## config.mk

```make
export PLATFORM = sky130hd
export DESIGN_NAME = fir_mac_filter
export DESIGN_NICKNAME = d
export VERILOG_FILES = /design/src/rtl/fir_mac_filter.sv
export SDC_FILE = /design/constraint.sdc
export NUM_CORES = 2
export LEC_CHECK = 0
export CAP_MARGIN = 30
export CELL_PAD_IN_SITES_DETAIL_PLACEMENT = 1
export CELL_PAD_IN_SITES_GLOBAL_PLACEMENT = 2
export CORE_ASPECT_RATIO = 1.5
export CORE_MARGIN = 1.5
export CORE_UTILIZATION = 40
export DETAILED_ROUTE_END_ITERATION = 10
export DONT_BUFFER_PORTS = 1
export MAX_ROUTING_LAYER = met4
export PLACE_DENSITY_LB_ADDON = 0.2
export SETUP_SLACK_MARGIN = 0.15
export SLEW_MARGIN = 20
export SYNTH_ARGS = -nofsm -noshare
export SYNTH_HDL_FRONTEND = slang
export SYNTH_SLANG_ARGS = --single-unit
```

## constraint.sdc

```tcl
create_clock -name r_clk -period 9.2 [get_ports r_clk]
set_clock_uncertainty 0.1 [all_clocks]
set_input_delay 1.84 -clock r_clk [delete_from_list [all_inputs] [get_ports r_clk]]
set_output_delay 1.84 -clock r_clk [all_outputs]
set_load 0.01 [all_outputs]
```

## src/rtl/fir_mac_filter.sv

```systemverilog
// fir_mac_filter
//   Serial multiply-accumulate FIR filter running in the FIFO read clock
//   domain. One sample is popped per result; a single multiplier walks the
//   TAPS coefficients, then the accumulator is rounded half-up, shifted,
//   saturated and presented on a valid/ready output.
//
// Ports
//   r_clk       clock (FIFO read clock)
//   r_rst_n     synchronous active-low reset
//   fifo_dat    show-ahead FIFO read data, valid while fifo_empty=0
//   fifo_empty  FIFO empty flag
//   fifo_ren    FIFO read enable, pops fifo_dat on the same edge
//   coef_we     coefficient write strobe (honoured only while idle)
//   coef_addr   tap index to write
//   coef_dat    coefficient value (signed)
//   o_valid     o_dat holds a result
//   o_ready     sink accepts o_dat on an edge where o_valid&o_ready
//   o_dat       filtered sample (signed)
//   o_sat       o_dat was clipped, qualified by o_valid
//   busy        high whenever a sample is in flight
module fir_mac_filter #(
    parameter int WIDTH      = 16,
    parameter int COEF_WIDTH = 16,
    parameter int TAPS       = 16,
    parameter int OUT_SHIFT  = 15,
    parameter int OUT_WIDTH  = 16
) (
    input  logic                       r_clk,
    input  logic                       r_rst_n,
    input  logic [WIDTH-1:0]           fifo_dat,
    input  logic                       fifo_empty,
    output logic                       fifo_ren,
    input  logic                       coef_we,
    input  logic [$clog2(TAPS)-1:0]    coef_addr,
    input  logic [COEF_WIDTH-1:0]      coef_dat,
    output logic                       o_valid,
    input  logic                       o_ready,
    output logic [OUT_WIDTH-1:0]       o_dat,
    output logic                       o_sat,
    output logic                       busy
);

    localparam int CA_W   = $clog2(TAPS);
    localparam int PROD_W = WIDTH + COEF_WIDTH;
    localparam int ACC_W  = WIDTH + COEF_WIDTH + CA_W + 1;

    // Rounding and saturation are evaluated one bit wider than the
    // accumulator so the half-LSB addition can never wrap.
    localparam logic signed [ACC_W:0] RND_K    = ((ACC_W+1)'(1) << OUT_SHIFT) >> 1;
    localparam logic signed [ACC_W:0] SAT_MAX  = {{(ACC_W+2-OUT_WIDTH){1'b0}}, {(OUT_WIDTH-1){1'b1}}};
    localparam logic signed [ACC_W:0] SAT_MIN  = {{(ACC_W+2-OUT_WIDTH){1'b1}}, {(OUT_WIDTH-1){1'b0}}};

    typedef enum logic [1:0] {
        IDLE,
        MAC,
        ROUND,
        HOLD
    } state_t;

    state_t                         state;
    logic signed [WIDTH-1:0]        x [TAPS];
    logic signed [COEF_WIDTH-1:0]   c [TAPS];
    logic signed [ACC_W-1:0]        acc;
    logic [CA_W-1:0]                idx;

    logic signed [PROD_W-1:0]       prod;
    logic signed [ACC_W:0]          rnd_sum;
    logic signed [ACC_W:0]          r;

    assign fifo_ren = (state == IDLE) && !fifo_empty && r_rst_n;
    assign busy     = (state != IDLE);

    always_comb begin
        prod    = x[idx] * c[idx];
        rnd_sum = $signed({acc[ACC_W-1], acc}) + RND_K;
        r       = rnd_sum >>> OUT_SHIFT;
    end

    always_ff @(posedge r_clk) begin
        if (!r_rst_n) begin
            state   <= IDLE;
            o_valid <= 1'b0;
            o_sat   <= 1'b0;
            o_dat   <= '0;
            acc     <= '0;
            idx     <= '0;
            for (int unsigned k = 0; k < TAPS; k++) begin
                x[k] <= '0;
                c[k] <= '0;
            end
        end else begin
            // Gated on IDLE so a sample never mixes old and new coefficients;
            // a write on the pop edge lands before the first MAC cycle.
            if (coef_we && state == IDLE) begin
                c[coef_addr] <= coef_dat;
            end

            case (state)
                IDLE: begin
                    if (!fifo_empty) begin
                        for (int unsigned k = 1; k < TAPS; k++) begin
                            x[k] <= x[k-1];
                        end
                        x[0]  <= fifo_dat;
                        acc   <= '0;
                        idx   <= '0;
                        state <= MAC;
                    end
                end
                MAC: begin
                    acc <= acc + {{(ACC_W-PROD_W){prod[PROD_W-1]}}, prod};
                    idx <= idx + CA_W'(1);
                    if (idx == CA_W'(TAPS-1)) begin
                        state <= ROUND;
                    end
                end
                ROUND: begin
                    if (r > SAT_MAX) begin
                        o_dat <= {1'b0, {(OUT_WIDTH-1){1'b1}}};
                        o_sat <= 1'b1;
                    end else if (r < SAT_MIN) begin
                        o_dat <= {1'b1, {(OUT_WIDTH-1){1'b0}}};
                        o_sat <= 1'b1;
                    end else begin
                        o_dat <= r[OUT_WIDTH-1:0];
                        o_sat <= 1'b0;
                    end
                    o_valid <= 1'b1;
                    state   <= HOLD;
                end
                HOLD: begin
                    if (o_ready) begin
                        o_valid <= 1'b0;
                        state   <= IDLE;
                    end
                end
                default: state <= IDLE;
            endcase
        end
    end

endmodule

```

Word-level counts from Yosys, hierarchy flattened:

Memories as Yosys holds them, arrays and structs flattened. A register that Yosys moved wholly into a read port is not among the register bits.
Cells that the tools add are included.
W data, S select, Z words.

* memories kept: 2
* logic and storage cells: 94
* RAM bits: 512
* latch bits: 0
* output and inout bits: 20
* memory bits (read-only): 0
* register bits after elaboration: 61

* magnitude comparators: 2
* bitwise logic cells: 16
* equality and inequality tests: 7
* multipliers: 1
* mux-type cells: 45
* shift operators: 0
* reduce and logical (&&, ||, !) cells: 12
* divide/modulo/power cells: 0
* add/subtract/negate cells: 3

Memories
* c: depth 16, bits a word 16, read ports 1, clocked after Yosys merged registers in 1, wr ports 16, RTL line 62 `logic signed [COEF_WIDTH-1:0] c [TAPS];`
* x: depth 16, bits a word 16, read ports 16, clocked after Yosys merged registers in 1, wr ports 16, RTL line 61 `logic signed [WIDTH-1:0] x [TAPS];`

Operators with widths (number)
* $mux W16: 19
* $pmux W37 S2: 1
* $add A37 B16 Y38 const B: 1
* $add A37 B37 Y37: 1
* $mux W37: 1
* $mul A16 B16 Y32: 1
* $mux W4: 6
* $gt A23 B16 Y1 const B: 1
* $lt A23 B16 Y1 const B: 1
* $or A1 B1 Y1: 16
* $reduce_or A16 Y1: 1
* $mux W1: 12
* $pmux W2 S4: 1
* $pmux W4 S2: 1
* $mux W2: 3
* $ne A2 B2 Y1 const B: 3
* $reduce_bool A2 Y1: 3
* $add A4 B1 Y4 const B: 1
* $eq A2 B2 Y1 const B: 2
* $eq A4 B4 Y1 const B: 1
* $reduce_and A2 Y1: 2
* $logic_and A1 B1 Y1: 3
* $reduce_and A3 Y1: 1
* $eq A2 B1 Y1 const B: 1
* other kinds (3): 3

Depth between registers and ports, before layout:

* depth after elaboration: 7
* mapped depth: 43
* mapped depth without buffers: 39

Worst setup path before layout:

No wires, ideal clock.

* kind: flip-flop to flip-flop
* start point: register (tool-made name)
* end point: register acc[36]
* period minus slack after synthesis: 9.869 ns
* setup slack: -0.669 ns
* data arrival time: 9.652 ns
* library setup time: 0.117 ns
* cell stages (with the launch flop): 41
* path through: dfxtp_1 -> buf_2 -> buf_2 -> buf_2 -> mux4_2 -> mux2i_1 -> nand2_1 -> o21ai_1 -> clkbuf_1 -> nor2_1 -> fa_1 -> inv_1 -> fa_1 -> fa_1 -> fa_1 -> inv_1 -> fa_1 -> inv_1 -> [... 5 more ...] -> o221ai_1 -> or4_1 -> a31o_2 -> o21ai_1 -> a41oi_1 -> a21oi_1 -> mux2i_1 -> nand2_1 -> ha_1 -> or2_2 -> a311o_1 -> a2bb2oi_1 -> o31a_1 -> o21ai_0 -> a31oi_1 -> xnor2_1 -> o21bai_1 -> a22o_1

RTL lines
* to (signal assigned): RTL line 111 `acc <= acc + {{(ACC_W-PROD_W){prod[PROD_W-1]}}, prod};`
* to (decl): RTL line 63 `logic signed [ACC_W-1:0] acc;`

==> impl_metrics.csv <==
group,metric,value,unit
outcome,outcome,"finished with violations",
outcome,failed_checks,"negative setup slack",
setup_path,path_class,"reg -> reg",
cts,htreeDepth,2,
timing,setup_tns,-1.59,ns
timing,setup_viol,9,
floorplanning,ios,61,
grt,grt_pass1_wl,160000,um
cts,numCtsBuffers,58,
yosys,syn-cell-area,36700,um^2
hold_path,whs_path_depth,1,
floorplanning,die_w,250,um
routing,drt_wl_total,101000,um
setup_path,r2r_setup_slack,-0.42,ns
setup_path,cpLargestDelayFamily,"adder cells",
hold_path,hp-start,"x[15][5]",
yosys,syn-num-nets,3522,
cts,cts_root_buf,"clkbuf_16",
setup_path,crit_top_cell,"fa_1",
setup_path,startpoint_type,"flip-flop",
setup_path,rr_endpoint,"acc[36]",
place,placedCellCount,4418,
setup_path,r2r_cells,41,
timing,tightestPinTransition,0.861,ns
floorplanning,core,90500,um^2
final_layout,mostFrequentLayoutCells,"430 x and2_1, 416 x edfxtp_1, 341 x inv_1, 323 x buf_4, 260 x fa_1",
yosys,synth-async-reset-ratio,0,%
timing,max_freq,104,MHz
setup_path,endpoint_kind,"flip-flop",
final_layout,n_antenna_cell,0,
floorplanning,initial_utilization,40.5,%
cts,clk_pin_slew_worst_paths,0.06,ns
place,gp_congestion,0.896,
setup_path,cp_max_fo,7,
cts,max-clock-path-buffers,3,
cts,ctsHoldBuffers,0,
final_layout,area_delta_synth_final,18.1,%
timing,hold_viol,0,
place,dp_hpwl,75600,um
timing,setup_slack,-0.422,ns
yosys,synth-warning-count,0,
yosys,ys_top_cells_by_area,"edfxtp_1 34%, fa_1 14%, dfxtp_1 8.8%",
setup_path,crit_slowest_cell,"or4_4",
timing,rsz0062_at_grt,"true",
routing,drt_iter0_drc,1257,
floorplanning,rows,135,
place,port_buffers,0,
cts,cts_tree,"yes",
yosys,yosysTopAreaCell,"edfxtp_1",
setup_path,crit_path_max_incr_delay,0.55,ns
floorplanning,die_area,93600,um^2
setup_path,crit_required,9.62,ns
grt,grt_pass1_vias,27700,
final_layout,drive_gt1_share,22.0,%
hold_path,hp-class,"reg -> reg",
setup_path,path_buf_inv,10,
cts,clk_latency,0.67,ns
grt,antenna_found_initial,0,
final_layout,stdcell_count,4575,
yosys,netlist_instances,3091,
yosys,synth_edf_count,416,
yosys,synth_cell_types,79,
timing,finalCriticalPeriod,9.62,ns
timing,timing.final.crit_share,105,%
run,maxCapViolCount,0,
grt,track_usage,22.6,%
routing,wire_per_inst,22.2,um
floorplanning,die_h,374,um
timing,finalMaxSlewViolations,0,
timing,relSlewSlack,42.6,%
yosys,synth-seq-cells,577,
yosys,syn_avg_cell_area,11.9,um^2
routing,first_pass_iters,5,
yosys,seq_area_frac_synth,42.8,%
grt,grt_overflow_total,0,
routing,vias_per_cell,5.33,
final_layout,fin_nets,3797,
yosys,synthFlopType,"edfxtp_1",
routing,drc_errors,0,
setup_path,crit_arrival,10.04,ns
final_layout,final_common_cell,"and2_1",
routing,ant_nets,0,
hold_path,min_to,"x[15][5]",
grt,grt_start_max_net_pins,216,
timing,holdWs,0.370,ns
yosys,synth_top_area_share,34.0,%
cts,cts.sinks,577,
routing,vias,24400,
==> cells by family (layout without fill, tap and decap cells) <==
| group | count (synthesis) | count (layout) | share of synthesized area, % |
|---|---|---|---|
| simple gates | 960 | 960 | 13.7 |
| buf+inv | 509 | 829 | 5.33 |
| xor+xnor | 77 | 77 | 1.84 |
| fa+ha+maj | 390 | 390 | 18.7 |
| flops | 577 | 577 | 42.8 |
| mux | 186 | 186 | 9.86 |
| compound gates | 392 | 392 | 7.76 |
==> metal layers <==
metal  up-vias  routed length (um)  part of all wire, %  GRT usage, %
li1      11100                   -                    -             -
met1     12700               39000                   38          24.8
met2       379               56000                   55          42.4
met3       168                2850                  2.8          2.16
met4         0                3470                  3.4          7.48
met5         -                   0                    0             -
==> state kept, by name, summed over array words and instances, names as in the netlist, named ones only <==
register,flops
o_valid,1
o_sat,1
state,2
c,256
idx,4
acc,37
x,256
o_dat,16
==> cell type report <==
| cell class | count | area, um^2 |
|---|---|---|
| clock buffers | 80 | 1580 |
| clock inverters | 25 | 269 |
| fillers | 9412 | 47200 |
| inverters | 347 | 1310 |
| multi-input cells | 2005 | 19700 |
| flip-flops and latches | 577 | 15700 |
| well taps | 1164 | 1460 |
| repair buffers | 377 | 3310 |
==> worst register-to-register path, delay by kind of cell, from the launching register on <==
| family | cells | cell delay [ns] |
|---|---|---|
| muxes | 3 | 0.83 |
| xor gates and xnor gates | 1 | 0.17 |
| AOI/OAI and AO/OA | 14 | 2.40 |
| buffers and inverters | 10 | 0.97 |
| and+or+nand+nor | 5 | 1.05 |
| DFF | 1 | 0.46 |
| adders and majority gates | 8 | 3.47 |
==> how the worst max path moves through the flow <==
| stage | startpoint | to | slack, ns | cells past startpoint |
|---|---|---|---|---|
| 2_1_floorplan | flip-flop | acc[36] | 0.16 | 40 |
| 3_3_place_gp | flip-flop | acc[35] | -0.74 | 38 |
| 3_5_place_dp | flip-flop | acc[35] | -0.79 | 38 |
| 4_1_cts | flip-flop | acc[36] | -0.50 | 38 |
| 5_1_grt | flip-flop | acc[36] | -0.91 | 42 |
| 6_report | flip-flop | acc[36] | -0.42 | 41 |
==> repair_timing <==
action | CTS | global route
pin swaps | 24 | 33
setup endpoints to repair | 19 | 21
gates resized for setup | 81 | 52
cloned | 2 | 0
setup buffers | 34 | 13
==> Yosys cell counts, types with 23 or more instances <==
cell type  number
a21oi_1        56
mux2i_1        26
ha_1          127
dfxtp_1       161
nand2_1       161
clkbuf_1      130
o21ai_0        64
a22o_1         97
fa_1          263
mux4_2        138
xor2_1         31
nand2b_1       40
a22oi_1        25
xnor2_1        46
edfxtp_1      416
inv_1         347
and2_1        431
nand3_1        23
nor2_1        236
==> stage by stage <==
| stage | cell area [um^2] | worst slack [ns] | utilization (%) |
|---|---|---|---|
| 2_1_floorplan | 37100 | 0.155 | - |
| 3_3_place_gp | 40300 | -0.741 | 44.6 |
| 3_5_place_dp | 40400 | -0.789 | 44.6 |
| 4_1_cts | 42900 | -0.502 | 47.4 |
| 5_1_grt | 43300 | -0.913 | 47.9 |
| 6_report | 43300 | -0.422 | 47.9 |
Power is left out: the tool's default activity adds up to more than one toggle a clock period on the data nets, which glitch-free logic cannot reach.
